[src/rtl/gcd_controller.sv]
// Control FSM for the 8-bit subtractive GCD datapath.
// Optional iteration-limit watchdog enabled by defining GCD_TIMEOUT_EN.
module gcd_controller #(
  parameter int unsigned MAX_ITER = 255,
  parameter int unsigned CNT_W    = 8
) (
  input  logic clk,
  input  logic rst,
  input  logic start,
  input  logic a_gt_b,
  input  logic a_eq_b,
  input  logic a_lt_b,
  output logic a_sel,
  output logic b_sel,
  output logic a_ld,
  output logic b_ld,
  output logic output_en,
  output logic ready,
  output logic busy,
  output logic done,
  output logic error
);

  typedef enum logic [1:0] {StIdle, StLoad, StCompute, StDone} state_e;

  state_e state_q, state_d;

`ifdef GCD_TIMEOUT_EN
  localparam logic [CNT_W-1:0] MaxIter = CNT_W'(MAX_ITER);

  logic [CNT_W-1:0] cnt_q, cnt_d;
  logic             abort_q, abort_d;
  logic             step;
`else
  logic unused_cfg;
  assign unused_cfg = ^{32'(MAX_ITER), 32'(CNT_W)};
`endif

  always_comb begin
    state_d   = state_q;
    a_sel     = 1'b0;
    b_sel     = 1'b0;
    a_ld      = 1'b0;
    b_ld      = 1'b0;
    output_en = 1'b0;
`ifdef GCD_TIMEOUT_EN
    abort_d   = 1'b0;
    step      = 1'b0;
`endif
    unique case (state_q)
      StIdle: begin
        if (start) state_d = StLoad;
      end
      StLoad: begin
        a_sel   = 1'b1;
        b_sel   = 1'b1;
        a_ld    = 1'b1;
        b_ld    = 1'b1;
        state_d = StCompute;
      end
      StCompute: begin
        if (a_eq_b) begin
          output_en = 1'b1;
          state_d   = StDone;
`ifdef GCD_TIMEOUT_EN
        end else if (cnt_q == MaxIter) begin
          // Watchdog abort: no loads, out register keeps its prior value.
          abort_d = 1'b1;
          state_d = StDone;
`endif
        end else if (a_gt_b) begin
          a_ld = 1'b1;
`ifdef GCD_TIMEOUT_EN
          step = 1'b1;
`endif
        end else if (a_lt_b) begin
          b_ld = 1'b1;
`ifdef GCD_TIMEOUT_EN
          step = 1'b1;
`endif
        end
      end
      StDone: begin
        state_d = StIdle;
      end
      default: state_d = StIdle;
    endcase
  end

`ifdef GCD_TIMEOUT_EN
  always_comb begin
    cnt_d = cnt_q;
    if (state_q == StLoad) begin
      cnt_d = '0;
    end else if (step && (cnt_q != {CNT_W{1'b1}})) begin
      cnt_d = cnt_q + 1'b1;
    end
  end
`endif

  always_ff @(posedge clk) begin
    if (rst) begin
      state_q <= StIdle;
`ifdef GCD_TIMEOUT_EN
      cnt_q   <= '0;
      abort_q <= 1'b0;
`endif
    end else begin
      state_q <= state_d;
`ifdef GCD_TIMEOUT_EN
      cnt_q   <= cnt_d;
      abort_q <= abort_d;
`endif
    end
  end

  assign ready = (state_q == StIdle);
  assign busy  = (state_q != StIdle);
  assign done  = (state_q == StDone);
`ifdef GCD_TIMEOUT_EN
  // abort_q is only set on the COMPUTE->DONE edge, so it pulses with done.
  assign error = abort_q;
`else
  assign error = 1'b0;
`endif

endmodule
[config.mk]
export PLATFORM = sky130hd
export DESIGN_NAME = gcd_controller
export DESIGN_NICKNAME = d
export VERILOG_FILES = /design/src/rtl/gcd_controller.sv
export SDC_FILE = /design/constraint.sdc
export NUM_CORES = 1
export LEC_CHECK = 0
export CELL_PAD_IN_SITES_DETAIL_PLACEMENT = 1
export CELL_PAD_IN_SITES_GLOBAL_PLACEMENT = 2
export CORE_AREA = 2 2 43 45
export DETAILED_ROUTE_END_ITERATION = 12
export DIE_AREA = 0 0 45 47
export PLACE_DENSITY_LB_ADDON = 0.1
export SLEW_MARGIN = 20
export SYNTH_ARGS = -nofsm -noshare
export SYNTH_HDL_FRONTEND = slang
export SYNTH_SLANG_ARGS = --single-unit
[constraint.sdc]
create_clock -name clk -period 1.1 [get_ports clk]
set_clock_uncertainty 0.05 [all_clocks]
set_input_delay 0.165 -clock clk [delete_from_list [all_inputs] [get_ports clk]]
set_output_delay 0.165 -clock clk [all_outputs]
set_load 0.05 [all_outputs]
-- After elaboration in Yosys (flattened, before gate mapping)
Index checks and enable logic that the tools add are counted.
- equal/unequal tests: 5
- mux-type cells: 13
- reductions and logical operators: 3
- operators with widths (cell ; count):
    $mux 1 ; 8
    $pmux 2 s4 ; 1
    $eq 2x2->1 const B ; 2
    $mux 2 ; 2
    $ne 2x2->1 const B ; 2
    $pmux 1 s2 ; 2
    $eq 2x1->1 const B ; 1
    $logic_not 2->1 ; 1
    $reduce_and 2->1 ; 1
    $reduce_bool 2->1 ; 1
- register bits after elaboration: 2
- bits of input ports: 6
- output and inout port bits: 9
- word-level logic and storage cells: 22

-- Logic depth before layout (Yosys ltp)
Gate-level depths: netlist of run 1.
- depth after elaboration: 4
- depth in mapped cells: 5
- mapped depth without buffers: 5

-- Least setup slack after synthesis of run 1
OpenSTA, ideal clock, no wires.
- path kind: register -> output
- start: register state_q[1]
- end: output port b_ld
- arrival time: 1.683 ns
- required time: 0.885 ns
- path slack: -0.798 ns
- cell stages (with the launch flop): 5
- buffers on the path: 0
- cells stage by stage: dfxtp_1 -> inv_1 -> ha_1 -> a31oi_1 -> nor2b_1
- word-level cells in the longest chain between the ends: 2
- elaborated cells between the ends (all ways): 3
- classes of those cells: 2 x eq/ne; 1 x mux
- ends and longest elaborated chain (element ; line ; text):
    from (decl) ; 26 ; state_e state_q, state_d;
    from (signal assigned) ; 103 ; state_q <= StIdle;
    from (signal assigned) ; 109 ; state_q <= state_d;
    $eq 2x2->1 or $eq 2x1->1 (tied branches) ; 50 ; unique case (state_q)
    $pmux 1 s2 * ; 50 ;
    to (decl) ; 16 ; output logic b_ld,
Every way passes the cells marked *; elsewhere a longest branch is shown, timed or not.

-- Worst setup path in the final report of run 1
- start: register state_q[0]
- end: output port b_ld
Same word-level chain as after synthesis.

==> results.sh, run 1 <==
export IMPL_status="finished with violations"
export IMPL_failed_checks="negative setup slack"
export IMPL_slew_violations=0
export IMPL_num_fill_cells=186
export IMPL_vdd_ir_drop_max_v=0.000940
export IMPL_largest_register="state_q"
export IMPL_first_pass_iters=1
export IMPL_p_total_mw=1.79
export IMPL_ios=15
export IMPL_r2r_cells=7
export IMPL_cts_root_buf="clkbuf_4"
export IMPL_fin_ws_ns=-0.437
export IMPL_n_antenna_cell=0
export IMPL_antenna_found_initial=0
export IMPL_yosysWarnings=0
export IMPL_cts_tree="done"
export IMPL_r2r_start="state_q[0]$_SDFFE_PP0P_"
export IMPL_grt_pass1_wl_um=1150
export IMPL_grt_pass1_vias=272
export IMPL_cts_buffer_depth=2
export IMPL_vias_per_cell=3.72
export IMPL_rsz0062_at_grt="true"
export IMPL_clkSlewWorstSetupHoldPaths_ns=0.04
export IMPL_fmax_ghz=0.651
export IMPL_synth_seq_area_share_pct=18.3
export IMPL_cts_buffers=3
export IMPL_wirelength_um=692
export IMPL_synth_avg_cell_area_um2=8.11
export IMPL_r2r_end="state_q[1]$_SDFFE_PP0P_"
export IMPL_ys_ff_latch=2
export IMPL_final_layout_size_suffix_gt1_share_pct=71.2
export IMPL_synthAdderAreaFrac_pct=22.9
export IMPL_largest_reg_flops=2
export IMPL_route_detailed_wl_per_inst_um=10.0
export IMPL_postCtsHoldBufs=0
export IMPL_period_needed_ns=1.54
export IMPL_vias=257
export IMPL_synth_top_family_by_area="simple AND/OR/NAND/NOR gates"
export IMPL_holdWs_ns=0.560
export IMPL_finalCritPeriodShare_pct=140
export IMPL_route_detailed_drc=0
export IMPL_crit_path_start_kind="flop"
export IMPL_htreeDepth=1
export IMPL_syn_inst=27
export IMPL_final_cell_mix="buf_12, buf_4, clkdlybuf4s50_1"
export IMPL_top_regs="state_q: 2 flops"
export IMPL_cp_max_fo=3
export IMPL_path_class="flop to output pin"
export IMPL_syn_to_final_growth_pct=195
export IMPL_crit_arrival_ns=1.32
export IMPL_hpwl_um=541
export IMPL_multi_input_area_um2=238
export IMPL_drv_cap=0
export IMPL_synth_distinct_cells=16
export IMPL_hp_class="primary input to flop"
export IMPL_synth_compound_area_share_pct=12.6
export IMPL_track_usage_pct=7.86
export IMPL_rrSetupSlack_ns=-0.29
export IMPL_synthMuxAreaShare_pct=4.57
export IMPL_hold_viol_final=0
export IMPL_rows=15
export IMPL_synthesis_area_um2=219
export IMPL_syn_num_nets=37
export IMPL_holdPathEnd="state_q[0]$_SDFFE_PP0P_"
export IMPL_hold_depth=3
export IMPL_setup_viol=10
export IMPL_drt_iter0_markers=0
export IMPL_drtAntennaViolNets=0
export IMPL_ff_latch_area_um2=47.5
export IMPL_yosysTopAreaCell="ha_1"
export IMPL_grt_start_max_net_pins=4
export IMPL_gp_congestion=0.656
export IMPL_start_util_pct=13.3
export IMPL_fin_nets=63
export IMPL_cts_sinks=2
export IMPL_portBuffers=13
export IMPL_end_kind="output pin"
export IMPL_power_density_mw_per_mm2=2770
export IMPL_die_area_mm2=0.00212
export IMPL_die_width_um=45
export IMPL_gr_total_overflow=0
export IMPL_hold_start="rst"
export IMPL_synth_xor_area_share_pct=0
export IMPL_dieHeight_um=47
export IMPL_worstPathRequired_ns=0.88
export IMPL_core_area_mm2=0.00165
export IMPL_yosys_area_share_simple_pct=24.6
export IMPL_synthTopCellsByArea="ha_1, dfxtp_1, buf_4, inv_1, nor2b_4"
export IMPL_synth_top_area_share_pct=22.9
export IMPL_clock_latency_ns=0.23
export IMPL_leakage_nw=0.268
[cell type report]
type / instances / area share (%)
repair buffers: 23 / 45.3
well taps: 17 / 3.29
flip-flops and latches: 2 / 7.35
inverters: 5 / 3.29
multi-input cells: 18 / 36.8
clock buffers: 4 / 4.06
[cells by family (layout without fill, tap and decap cells)]
kind of cell    count (synthesis)  count (layout)
fa+ha+maj                       4               4
buf+inv                         7              32
other cells                     1               1
mux                             1               1
simple gates                    8               8
flops                           2               2
compound gates                  4               4
[per-stage QoR]
step	TNS (ns)	util (%)	cells	cell area (um2)	worst slack [ns]
floorplan	-0.795	-	27	295	-0.220
global placement	-1.26	32.8	60	542	-0.300
detailed placement	-1.38	32.8	60	542	-0.322
CTS	-3.00	39.2	69	647	-0.458
global route	-3.36	39.2	69	647	-0.512
finish	-2.83	39.2	69	647	-0.437
[report_power, final]
part | internal [mW] | leakage (nW) | switching [mW]
combinational | 0.768 | 0.235 | 0.698
sequential | 0.110 | 0.0178 | 0.0284
clock | 0.135 | 0.0150 | 0.0520
total | 1.01 | 0.268 | 0.778
[routing by layer]
metal	track usage, %	wire length (um)
met4	7.06	0
met1	9.57	250
met3	0.769	50
met5	0	0
met2	12.3	390
[critical path: stages (launching register included)]
cell and delay, ns:
dfxtp_4 0.34, inv_4 0.05, ha_4 0.12, nor2b_4 0.19
a31oi_4 0.11, nor2b_4 0.14, buf_12 0.14
[synthesized netlist by cell type (all sizes together)]
cell,count
a21oi,2
clkinv,1
o21a,1
nand2b,2
inv,4
ha,4
dfxtp,2
mux2i,1
nor2,2
a31oi,1
buf,2
nor2b,3
and2,1
conb,1
[worst max path at each step]
stage / startpoint / endpoint / slack [ns]
5_1_grt: state_q[0]$_SDFFE_PP0P_ / b_ld / -0.51
3_3_place_gp: a_eq_b / b_ld / -0.30
4_1_cts: state_q[0]$_SDFFE_PP0P_ / b_ld / -0.46
3_5_place_dp: a_eq_b / b_ld / -0.32
2_1_floorplan: state_q[0]$_SDFFE_PP0P_ / b_ld / -0.22
6_report: state_q[0]$_SDFFE_PP0P_ / b_ld / -0.44
[timing repair]
item	4_1_cts	5_1_grt
cloned	0	0
gates resized for setup	9	1
pin swaps	3	1
endpoints found under the setup margin	10	10
setup buffers	5	1
endpoints found under the hold margin	0	0
Note: power is estimated with default switching activity, not from simulation.
==> inputs of run 2 (changes only) <==
Settings changed: GPL_TIMING_DRIVEN set to 0.
==> run 2 against run 1 <==
Effect of this change: the flow still finishes with violations (negative setup slack); combinational power is 13% lower; core utilization is 3.1 points lower; routed wire length is 7.1% lower.
==> results.sh, run 2 (synthesis results as in run 1) <==
export IMPL_grt_pass1_wl_um=1080
export IMPL_num_fill_cells=191
export IMPL_start_util_pct=13.3
export IMPL_final_cell_mix="buf_8, buf_4, clkdlybuf4s50_1"
export IMPL_largest_reg_flops=2
export IMPL_finalCritPeriodShare_pct=139
export IMPL_p_sw_mw=0.739
export IMPL_grt_start_max_net_pins=5
export IMPL_path_buf_inv=2
export IMPL_wirelength_um=643
export IMPL_route_detailed_wl_per_inst_um=9.46
export IMPL_grt_use_met3_pct=1.54
export IMPL_hold_start="state_q[1]$_SDFFE_PP0P_"
export IMPL_fin_ws_ns=-0.424
export IMPL_clockPowerShare_pct=11.3
export IMPL_crit_path_max_incr_delay_ns=0.34
export IMPL_antenna_found_initial=0
export IMPL_r2r_start="state_q[0]$_SDFFE_PP0P_"
export IMPL_drt_iter0_markers=1
export IMPL_largest_register="state_q"
export IMPL_fin_area_um2=596
export IMPL_route_detailed_drc=0
export IMPL_cts_root_buf="clkbuf_4"
export IMPL_final_util_pct=36.1
export IMPL_setup_tns_ns=-2.75
export IMPL_slowest_stage="dfxtp_4"
export IMPL_cp_top_family="flip-flops"
export IMPL_portBuffers=13
export IMPL_vias=248
export IMPL_power_frac_seq_pct=8.8
export IMPL_path_class="flop to output pin"
export IMPL_crit_arrival_ns=1.31
export IMPL_n_antenna_cell=0
export IMPL_grt_busiest_layer="met2"
export IMPL_fin_nets=62
export IMPL_clock_latency_ns=0.23
export IMPL_die_width_um=45
export IMPL_p_comb_share_pct=79.9
export IMPL_end_kind="output pin"
export IMPL_track_usage_pct=7.47
export IMPL_status="finished with violations"
export IMPL_rows=15
export IMPL_top_regs="state_q: 2 flops"
export IMPL_core_area_mm2=0.00165
export IMPL_postCtsHoldBufs=0
export IMPL_gr_usage_met1_pct=7.76
export IMPL_cts_buffers=3
export IMPL_cts_buffer_depth=2
export IMPL_syn_to_final_growth_pct=172
export IMPL_rsz0062_at_grt="true"
export IMPL_gp_congestion=0.657
export IMPL_vdd_ir_drop_max_v=0.00126
export IMPL_hp_class="flop to flop"
export IMPL_worstPathRequired_ns=0.88
export IMPL_htreeDepth=1
export IMPL_fmax_ghz=0.656
export IMPL_cp_common_cell="nor2b_4"
export IMPL_cts_sinks=2
export IMPL_slew_violations=0
export IMPL_use_met2_pct=12.6
export IMPL_p_total_mw=1.61
export IMPL_dieHeight_um=47
export IMPL_first_pass_iters=2
export IMPL_drv_cap=0
export IMPL_ff_latch_area_um2=47.5
export IMPL_cp_max_fo=3
export IMPL_crit_path_start_kind="flop"
export IMPL_gr_total_overflow=0
export IMPL_multi_input_area_um2=230
export IMPL_layout_commonest_cell="buf_8"
export IMPL_clkSlewWorstSetupHoldPaths_ns=0.03
export IMPL_vias_per_cell=3.65
export IMPL_internal_power_mw=0.869
export IMPL_final_layout_size_suffix_gt1_share_pct=72.5
export IMPL_switching_share_pct=45.9
export IMPL_crit_start="state_q[0]$_SDFFE_PP0P_"
export IMPL_leakage_nw=0.252
export IMPL_power_density_mw_per_mm2=2700
export IMPL_ios=15
export IMPL_setup_viol=10
export IMPL_cts_tree="done"
export IMPL_drtAntennaViolNets=0
export IMPL_dpl_cell_area_um2=447
export IMPL_failed_checks="negative setup slack"
export IMPL_worstPathCellList="inv_4 -> ha_4 -> nor2b_4 -> a31oi_4 -> nor2b_4 -> buf_6"
export IMPL_die_area_mm2=0.00212
export IMPL_hold_viol_final=0
export IMPL_grt_pass1_vias=269
export IMPL_period_needed_ns=1.52
## run 2: final timing paths
path,slack [ns],end,cells after the start
hold / removal,0.48,state_q[1]$_SDFFE_PP0P_,2
setup / recovery,-0.42,b_ld,6
setup reg to reg,-0.26,state_q[1]$_SDFFE_PP0P_,7
hold reg to reg,0.48,state_q[1]$_SDFFE_PP0P_,2
## run 2: worst reg2reg max path: stages, from the launching register on
cell and delay, ns:
dfxtp_4 0.35, inv_4 0.04, ha_4 0.15, nor2b_4 0.13
buf_4 0.13, buf_6 0.11, a21oi_4 0.12, mux2i_1 0.19
## run 2: layout make-up
class / count / area share, %
timing repair buffer: 20 / 38.0
clock buffer: 4 / 4.41
multi-input combinational: 18 / 38.7
sequential: 2 / 7.98
buffer: 2 / 3.78
tap: 17 / 3.57
inverter: 5 / 3.57
## run 2: per-layer routing
metal | vias to the layer above | part of all wire, %
li1 | 126 | -
met3 | 0 | 6.8
met4 | 0 | 0
met2 | 9 | 56
met1 | 113 | 37
met5 | - | 0
## run 2: metrics by stage
stage	std cells	hold WS [ns]	worst slack, ns
2_1_floorplan	27	0.263	-0.220
3_3_place_gp	57	0.463	-0.939
3_5_place_dp	57	0.477	-0.942
4_1_cts	66	0.488	-0.442
5_1_grt	68	0.495	-0.485
6_report	68	0.476	-0.424
## run 2: power groups by stage
stage / sequential (mW) / clock (mW) / combinational [mW]
2_1_floorplan: 0.147 / 0 / 0.753
6_report: 0.142 / 0.181 / 1.28
3_5_place_dp: 0.157 / 0 / 0.982
4_1_cts: 0.143 / 0.194 / 1.18
3_3_place_gp: 0.155 / 0 / 0.977
5_1_grt: 0.147 / 0.204 / 1.36
## run 2: repair_timing
item	in CTS	in global routing
pin swaps	1	1
buffers inserted	5	2
setup endpoints to repair	10	10
resized for setup	65	6
